===== src/rtl/right_shift_pipelined_pkg.sv =====
// Shared definitions for the pipelined radix-4 right shifter: fill modes and
// width helpers that the left shifter reuses as well.
package right_shift_pipelined_pkg;

    typedef enum logic {
        FILL_ZERO = 1'b0,
        FILL_SIGN = 1'b1
    } fill_mode_e;

    // Operand is padded to a power of four so every stage shifts by whole digits.
    function automatic int padded_width(input int stages);
        return 1 << (2 * stages);
    endfunction

    function automatic int shift_bits(input int width);
        return $clog2(width);
    endfunction

endpackage


===== src/rtl/right_shift_pipelined_if.sv =====
// Valid/ready bundle between a producer, the shifter and its consumer.
interface right_shift_pipelined_if #(
    parameter int WIDTH = 13
) ();
    import right_shift_pipelined_pkg::*;

    localparam int SHIFT_W = shift_bits(WIDTH);

    logic               in_valid;
    logic               in_ready;
    logic [WIDTH-1:0]   in;
    logic [SHIFT_W-1:0] shift;
    logic               out_valid;
    logic               out_ready;
    logic [WIDTH-1:0]   out;

    modport master (
        output in_valid, in, shift, out_ready,
        input  in_ready, out_valid, out
    );

    modport slave (
        input  in_valid, in, shift, out_ready,
        output in_ready, out_valid, out
    );

endinterface


===== src/rtl/right_shift_pipelined_radix4_stage.sv =====
// One radix-4 digit of the barrel shifter: right shift by digit * 4^STAGE,
// vacated positions take the fill bit. Purely combinational, one 4:1 mux deep.
module right_shift_pipelined_radix4_stage #(
    parameter int PW    = 16,
    parameter int STAGE = 0
) (
    input  logic [PW-1:0] data_in,
    input  logic [1:0]    digit,
    input  logic          fill,
    output logic [PW-1:0] data_out
);
    localparam int UNIT  = 1 << (2 * STAGE);
    localparam int EXT_W = PW + 3 * UNIT;

    logic [EXT_W-1:0] ext;
    logic [PW-1:0]    cand [4];

    assign ext = {{(3 * UNIT){fill}}, data_in};

    for (genvar k = 0; k < 4; k++) begin : g_cand
        assign cand[k] = ext[k * UNIT +: PW];
    end

    // Select the candidate matching this stage's shift digit.
    always_comb begin
        data_out = cand[digit];
    end

endmodule


===== src/rtl/right_shift_pipelined.sv =====
// Pipelined barrel right shifter with valid/ready flow control. The shift
// amount is resolved two bits per stage, most-significant digit at entry.
// Shift amounts >= WIDTH reach into the padding and so yield all-fill.
module right_shift_pipelined
    import right_shift_pipelined_pkg::*;
#(
    parameter int WIDTH  = 13,
    parameter int STAGES = 2,
    parameter int ARITH  = 0
) (
    input  logic                 clk,
    input  logic                 reset_n,
    right_shift_pipelined_if.slave bus
);
    localparam int PW = padded_width(STAGES);
    localparam int SW = shift_bits(WIDTH);
    localparam int DW = 2 * STAGES;
    localparam fill_mode_e FILL_MODE = (ARITH != 0) ? FILL_SIGN : FILL_ZERO;

    if (SW > DW) begin : g_bad_cfg
        $error("right_shift_pipelined: shift width %0d exceeds %0d digit bits", SW, DW);
    end

    logic [DW-1:0]              shift_ext;
    logic                       fill_in;
    logic [PW-1:0]              data_in_pad;
    logic [PW-1:0]              stage_out [STAGES];
    logic [STAGES-1:0][PW-1:0]  data_q;
    logic [STAGES-1:0][DW-1:0]  shift_q;
    logic [STAGES-1:0]          fill_q;
    logic [STAGES-1:0]          valid_q;
    logic [STAGES-1:0]          adv;
    logic                       in_ready_w;
    logic                       accept;
    logic                       unused_bits;

    assign shift_ext = DW'(bus.shift);
    assign fill_in   = (FILL_MODE == FILL_SIGN) ? bus.in[WIDTH-1] : 1'b0;

    // Pad the operand with fill bits above the MSB up to a power-of-four width.
    always_comb begin
        data_in_pad              = {PW{fill_in}};
        data_in_pad[WIDTH-1:0]   = bus.in;
    end

    for (genvar s = 0; s < STAGES; s++) begin : g_stage
        if (s == STAGES - 1) begin : g_entry
            right_shift_pipelined_radix4_stage #(.PW(PW), .STAGE(s)) u_stage (
                .data_in  (data_in_pad),
                .digit    (shift_ext[2*s +: 2]),
                .fill     (fill_in),
                .data_out (stage_out[s])
            );
        end else begin : g_mid
            right_shift_pipelined_radix4_stage #(.PW(PW), .STAGE(s)) u_stage (
                .data_in  (data_q[s+1]),
                .digit    (shift_q[s+1][2*s +: 2]),
                .fill     (fill_q[s+1]),
                .data_out (stage_out[s])
            );
        end
    end

    // Advance terms ripple from the output back toward the input so bubbles collapse.
    always_comb begin
        logic room;
        adv  = '0;
        room = bus.out_ready;
        for (int s = 0; s < STAGES; s++) begin
            adv[s] = valid_q[s] && room;
            room   = !valid_q[s] || adv[s];
        end
    end

    assign in_ready_w = !valid_q[STAGES-1] || adv[STAGES-1];
    assign accept     = bus.in_valid && in_ready_w;

    // Stage registers: load from upstream when a word moves in, drain when it only moves out.
    always_ff @(posedge clk or negedge reset_n) begin
        if (!reset_n) begin
            data_q  <= '0;
            shift_q <= '0;
            fill_q  <= '0;
            valid_q <= '0;
        end else begin
            if (accept) begin
                valid_q[STAGES-1] <= 1'b1;
                data_q[STAGES-1]  <= stage_out[STAGES-1];
                shift_q[STAGES-1] <= shift_ext;
                fill_q[STAGES-1]  <= fill_in;
            end else if (adv[STAGES-1]) begin
                valid_q[STAGES-1] <= 1'b0;
            end
            for (int s = 0; s < STAGES - 1; s++) begin
                if (adv[s+1]) begin
                    valid_q[s] <= 1'b1;
                    data_q[s]  <= stage_out[s];
                    shift_q[s] <= shift_q[s+1];
                    fill_q[s]  <= fill_q[s+1];
                end else if (adv[s]) begin
                    valid_q[s] <= 1'b0;
                end
            end
        end
    end

    assign bus.in_ready  = in_ready_w;
    assign bus.out_valid = valid_q[0];
    assign bus.out       = data_q[0][WIDTH-1:0];

    // Padding above WIDTH, spent digits and the last fill bit are never read.
    assign unused_bits = ^{data_q[0], shift_q, fill_q[0]};

endmodule


===== src/flat_wrapper.sv =====
// flat-port wrapper written by rule: the top's interface ports become plain ports
module right_shift_pipelined_flat import right_shift_pipelined_pkg::*;
#(
    parameter int WIDTH  = 13,
    parameter int STAGES = 2,
    parameter int ARITH  = 0
)
  (clk, reset_n, bus_in_valid, bus_in, bus_shift, bus_out_ready, bus_in_ready, bus_out_valid, bus_out);
  right_shift_pipelined_if #(.WIDTH(WIDTH)) bus_i ();
  input  logic clk;
  input  logic reset_n;
  input wire logic [$bits(bus_i.in_valid)-1:0] bus_in_valid;
  input wire logic [$bits(bus_i.in)-1:0] bus_in;
  input wire logic [$bits(bus_i.shift)-1:0] bus_shift;
  input wire logic [$bits(bus_i.out_ready)-1:0] bus_out_ready;
  output wire logic [$bits(bus_i.in_ready)-1:0] bus_in_ready;
  output wire logic [$bits(bus_i.out_valid)-1:0] bus_out_valid;
  output wire logic [$bits(bus_i.out)-1:0] bus_out;
  assign bus_i.in_valid = bus_in_valid;
  assign bus_i.in = bus_in;
  assign bus_i.shift = bus_shift;
  assign bus_i.out_ready = bus_out_ready;
  assign bus_in_ready = bus_i.in_ready;
  assign bus_out_valid = bus_i.out_valid;
  assign bus_out = bus_i.out;
  right_shift_pipelined #(.WIDTH(WIDTH), .STAGES(STAGES), .ARITH(ARITH)) u_core (.clk(clk), .reset_n(reset_n), .bus(bus_i));
endmodule

===== config.mk =====
export PLATFORM = sky130hd
export DESIGN_NAME = right_shift_pipelined_flat
export DESIGN_NICKNAME = d
export VERILOG_FILES = /design/src/rtl/right_shift_pipelined_pkg.sv /design/src/rtl/right_shift_pipelined_if.sv /design/src/rtl/right_shift_pipelined_radix4_stage.sv /design/src/rtl/right_shift_pipelined.sv /design/src/flat_wrapper.sv
export SDC_FILE = /design/constraint.sdc
export NUM_CORES = 1
export LEC_CHECK = 0
export CAP_MARGIN = 20
export CORE_MARGIN = 3
export CORE_UTILIZATION = 50
export DETAILED_ROUTE_END_ITERATION = 8
export GPL_TIMING_DRIVEN = 0
export PLACE_DENSITY = 0.74
export SLEW_MARGIN = 25
export SYNTH_ARGS = -nofsm -noshare
export SYNTH_HDL_FRONTEND = slang
export SYNTH_SLANG_ARGS = --single-unit

===== constraint.sdc =====
create_clock -name clk -period 4.3 [get_ports clk]
set_input_delay 0.86 -clock clk [delete_from_list [all_inputs] [get_ports clk]]
set_output_delay 0.86 -clock clk [all_outputs]
set_load 0.1 [all_outputs]

After elaboration in Yosys (flattened, before gate mapping)
Cells that the tools add are included.
{ "totals": {"regBits": 33, "output_inout_bits": 15, "wordCells": 28} }
{ "classes": {"order_cmp": 2, "n_mux": 10, "bitwise": 2, "reduce_logical": 9} }
{ "ops": {"columns": ["operator", "count"], "rows": [
  ["binary-select mux 16 bit (select 2 bit)", 2],
  ["two-way mux 16 bit", 2],
  ["two-way mux 13 bit", 2],
  ["greater-or-equal comparator 3 bit (second input constant)", 2],
  ["NOT 2 -> 3 bit", 2],
  ["two-way mux 1 bit", 4],
  ["nonzero test 2 bit", 2],
  ["logical AND 1 bit", 3],
  ["logical NOT 1 bit", 2],
  ["logical OR 1 bit", 2]
]} }

Depth between registers and ports, before layout
{ "depth": {"ltp_word": 6, "depth_mapped": 5} }

Cells and area by module
From an unflattened synthesis, not the netlist that was laid out.
{ "unflattened": {"cells_unflattened": 137, "area_unflattened_um2": 2205.9} }
{ "by_module_without_submodules": {"columns": ["module", "n_inst", "cells_per_inst", "area_per_inst_um2", "seq_area_each_um2"], "rows": [
  ["right_shift_pipelined", 1, 86, 1412.6, 825.8],
  ["right_shift_pipelined_radix4_stage (u_core.g_stage[0].g_mid.u_stage)", 1, 22, 416.6, 0.0],
  ["right_shift_pipelined_radix4_stage (u_core.g_stage[1].g_entry.u_stage)", 1, 29, 376.6, 0.0]
]} }

Worst setup path before layout
No wires, ideal clock.
{ "synth_timing": {"kind": "reg2reg", "startpoint": "register u_core.valid_q[0]", "endpoint": "register u_core.data_q[19] (netlist name)", "setup_time_ns": 0.125, "arrival_time_ns": 3.059, "required_time_ns": 4.175, "setup_slack_ns": 1.116, "path_stages_with_launch": 5, "path_buffers": 1, "path_cell_list": "dfrtp_1 nand3b_1 nand2_1 buf_4 mux2_2"} }
{ "synth_between": {"elab_chain_cells": 5} }
{ "synth_rtl": {"columns": ["item", "line", "rtl"], "rows": [
  ["start: declaration", "right_shift_pipelined.sv:31", "logic [STAGES-1:0] valid_q;"],
  ["start signal: assignment", "right_shift_pipelined.sv:84", "valid_q <= '0;"],
  ["start signal: indexed assignment", "right_shift_pipelined.sv:87", "valid_q[STAGES-1] <= 1'b1;"],
  ["start signal: indexed assignment", "right_shift_pipelined.sv:92", "valid_q[STAGES-1] <= 1'b0;"],
  ["logical NOT 1 bit or logical AND 1 bit (tied branches)", "right_shift_pipelined.sv:71, right_shift_pipelined.sv:70", null],
  ["logical OR 1 bit (*)", "right_shift_pipelined.sv:71", "room = !valid_q[s] || adv[s];"],
  ["logical AND 1 bit (*)", "right_shift_pipelined.sv:70", "adv[s] = valid_q[s] && room;"],
  ["logical OR 1 bit (*)", null, null],
  ["named net bus_in_ready", "flat_wrapper.sv:16", "output wire logic [$bits(bus_i.in_ready)-1:0] bus_in_ready;"],
  ["logical AND 1 bit (*)", "right_shift_pipelined.sv:76", "assign accept = bus.in_valid && in_ready_w;"],
  ["end signal: indexed assignment", "right_shift_pipelined.sv:88", "data_q[STAGES-1] <= stage_out[STAGES-1];"],
  ["end signal: indexed assignment", "right_shift_pipelined.sv:97", "data_q[s] <= stage_out[s];"],
  ["end: declaration", "right_shift_pipelined.sv:28", "logic [STAGES-1:0][PW-1:0] data_q;"]
]} }
Mark *: on every way through the listed nets, which the timed path passes. The rest lies on a longest branch.
A chain may end at the register's enable or synchronous reset.

Worst setup path after layout
{ "layout_timing": {"startpoint": "input bus_out_ready", "endpoint": "output bus_in_ready"} }
{ "layout_between": {"elab_chain_cells": 4} }
{ "layout_rtl": {"columns": ["item", "line", "rtl"], "rows": [
  ["start: declaration", "flat_wrapper.sv:15", "input wire logic [$bits(bus_i.out_ready)-1:0] bus_out_ready;"],
  ["logical AND 1 bit", "right_shift_pipelined.sv:70", null],
  ["logical OR 1 bit", "right_shift_pipelined.sv:71", null],
  ["logical AND 1 bit", "right_shift_pipelined.sv:70", null],
  ["logical OR 1 bit", null, null],
  ["end: declaration", "flat_wrapper.sv:16", null]
]} }
Every way passes these cells.

==> metrics.cfg <==
[status]
outcome = finished, final reports clean

[yosys]
synth_ff_type = dfrtp_1
synth_cells = 128
synth_area_leader_cell = dfrtp_1
synth_edf_count = 0
synthTopCellsByCount = dfrtp_1, mux2_2, mux2i_1, buf_4, nor2_1
ys_seq_area_share_pct = 43.7
ys_warn_count = 0
synth_area_um2 = 1720
ys_types = 22
synth.avg_cell_area_um2 = 13.4
synth.most_common_cell = dfrtp_1
synth_seq_cells = 30
synthesis.nets = 149
synth_top_area_share_pct = 43.7
synth.area.top_cells = dfrtp_1, mux2_2, mux2i_1, mux4_1, buf_4
async_reset_ff_share_pct = 100

[cts]
cts_htree_levels = 2
cts_num_sinks = 30
cts_resized = 0
postCtsSetupBuffers = 0
clkTransAtPathRegs_ns = 0.09
hold_buffers = 0
cts_tree = done
cts_buffers = 5
clock_path_buffers = 2
cts_root_buf = clkbuf_4
clk_latency_ns = 0.33

[floorplan]
core_um2 = 3150
die_h_um = 64.6
die-area_um2 = 4180
ios = 36
num_rows = 20
die_w_um = 64.6
start_util_pct = 54.5

[cells_and_area]
seqCellArea_um2 = 751
post-route-util_pct = 69.7
drive_gt1_share_pct = 32.2
fin_area_um2 = 2200
diodes = 0
multiInputGateArea_um2 = 808
fin_nets = 191
n_fill_cell = 264
layout-area-overhead-vs-synth_pct = 27.9

[global_routing]
grt_pass1_vias = 1266
grt_max_degree = 31
grt_overflow = 0
grt_pass1_wl_um = 5840
grt_usage_pct = 18.6
antenna_found_initial = 0

[timing]
grt_setup_unrepaired = false
finalCritPeriodShare_pct = 83.7
fmax_mhz = 278
hold_ws_ns = 0.512
min_period_ns = 3.60
fin_tns_setup_ns = 0
worstMarginPinSlew_ns = 0.998
maxSlewViolCount = 0
finalClockSkew_ns = 0.00945
setup_viol = 0
finalHoldViolations = 0
slew_headroom_pct = 33.3

[placed_design]
dpl.hpwl_um = 2640
place.gp.congestion = 0.795
placed_area_um2 = 2120
port_buffers = 35

[setup_path]
cp_cell_sequence = clkdlybuf4s50_1 > nand3b_1 > clkdlybuf4s50_1
rr_worst_depth = 4
cp.buffers_inverters = 2
r2r-start = u_core.valid_q[1]
critical_path.most_common_cell = clkdlybuf4s50_1
crit_fanout = 6
cp.arrival_ns = 2.74
cp-end-kind = output port
max_stage_delay_ns = 1.18
required_ns = 3.44
cp-start-kind = primary input
crit_family = buffers and inverters
path_class = in2out
startpoint = bus_out_ready
slowest_stage = clkdlybuf4s50_1
worst-path-stages = 3

[drt]
wl_um = 3290
vias = 1149
dr.pass1.iters = 4
drt_iter0_drc = 13
wire_per_inst_um = 15.3
drc_errors = 0
drtAntennaViolNets = 0
vias_per_cell = 5.34

[power]
ir_drop_mv = 0.207
powerDensity_nw_per_um2 = 518
leakage_uw = 0.00104

[worst_hold_path]
min_path_cells = 1
hp-start = u_core.bus.out[5]
worstHoldPathType = reg2reg

[job]
maxCapViolCount = 0

[flip-flops by register name (all words and copies together) (netlist names)]
| signal | count |
|---|---|
| u_core.data_q | 13 |
| u_core.bus.out | 13 |
| u_core.valid_q | 2 |
| u_core.shift_q | 2 |
[cell type report]
cell class | count | area share (%)
multi-input cells | 77 | 36.8
flip-flops and latches | 30 | 34.2
repair buffers | 35 | 15.7
plain buffers | 20 | 7.06
clock buffers | 8 | 3.59
well taps | 44 | 2.51
inverters | 1 | 0.171
[where the power goes]
part           internal, uW  switching, uW  total (uW)
Sequential              336           38.2         374
Clock                   112           95.4         207
Combinational           208            349         557
[cells by family (layout without fill, tap and decap cells)]
logic type | Yosys count | count (layout) | synth area share (%)
multiplexers | 49 | 49 | 37.2
buffers and inverters | 21 | 64 | 9.25
flip-flops | 30 | 30 | 43.7
AO/OA/AOI/OAI | 8 | 8 | 3.50
AND/OR/NAND/NOR | 20 | 20 | 6.34
[final timing paths]
kind	end	slack (ns)
worst min register to register	u_core.bus.out[5]	0.51
worst max register to register	u_core.data_q[23]	2.73
min in group asynchronous	u_core.bus.out[0]	0.54
worst min-delay path	u_core.bus.out[5]	0.51
worst max-delay path	bus_in_ready	0.70
max in group asynchronous	u_core.data_q[20]	3.33
[per-stage QoR]
| stage | instances | worst slack [ns] | power (uW) |
|---|---|---|---|
| after detailed placement | 207 | 0.711 | 942 |
| after floorplan | 128 | 1.12 | 817 |
| after global placement | 207 | 0.725 | 930 |
| after global routing | 215 | 0.676 | 1200 |
| final | 215 | 0.700 | 1140 |
| after CTS | 215 | 0.700 | 1150 |
[routing by layer]
metal	vias up	global-route usage, %	wire length [um]
li1	548	-	-
met1	562	20.9	1320
met2	34	33.8	1770
met3	5	5.20	147
met4	0	6.33	53
met5	-	0	0
[cells in the final DEF, fill, tap and decap left out, drive strengths merged]
master,synthesis,final
nand3b,2,2
o22ai,1,1
a21o,3,3
nor3,1,1
dfrtp,30,30
clkbuf,1,9
nand2,4,4
nor2,6,6
buf,19,20
clkdlybuf4s50,0,34
mux2i,17,17
o2bb2ai,3,3
nor2b,1,1
nand2b,3,3
inv,1,1
o21ai,1,1
mux2,24,24
and4,3,3
mux4,8,8
Power figures use the tool's default switching activity.
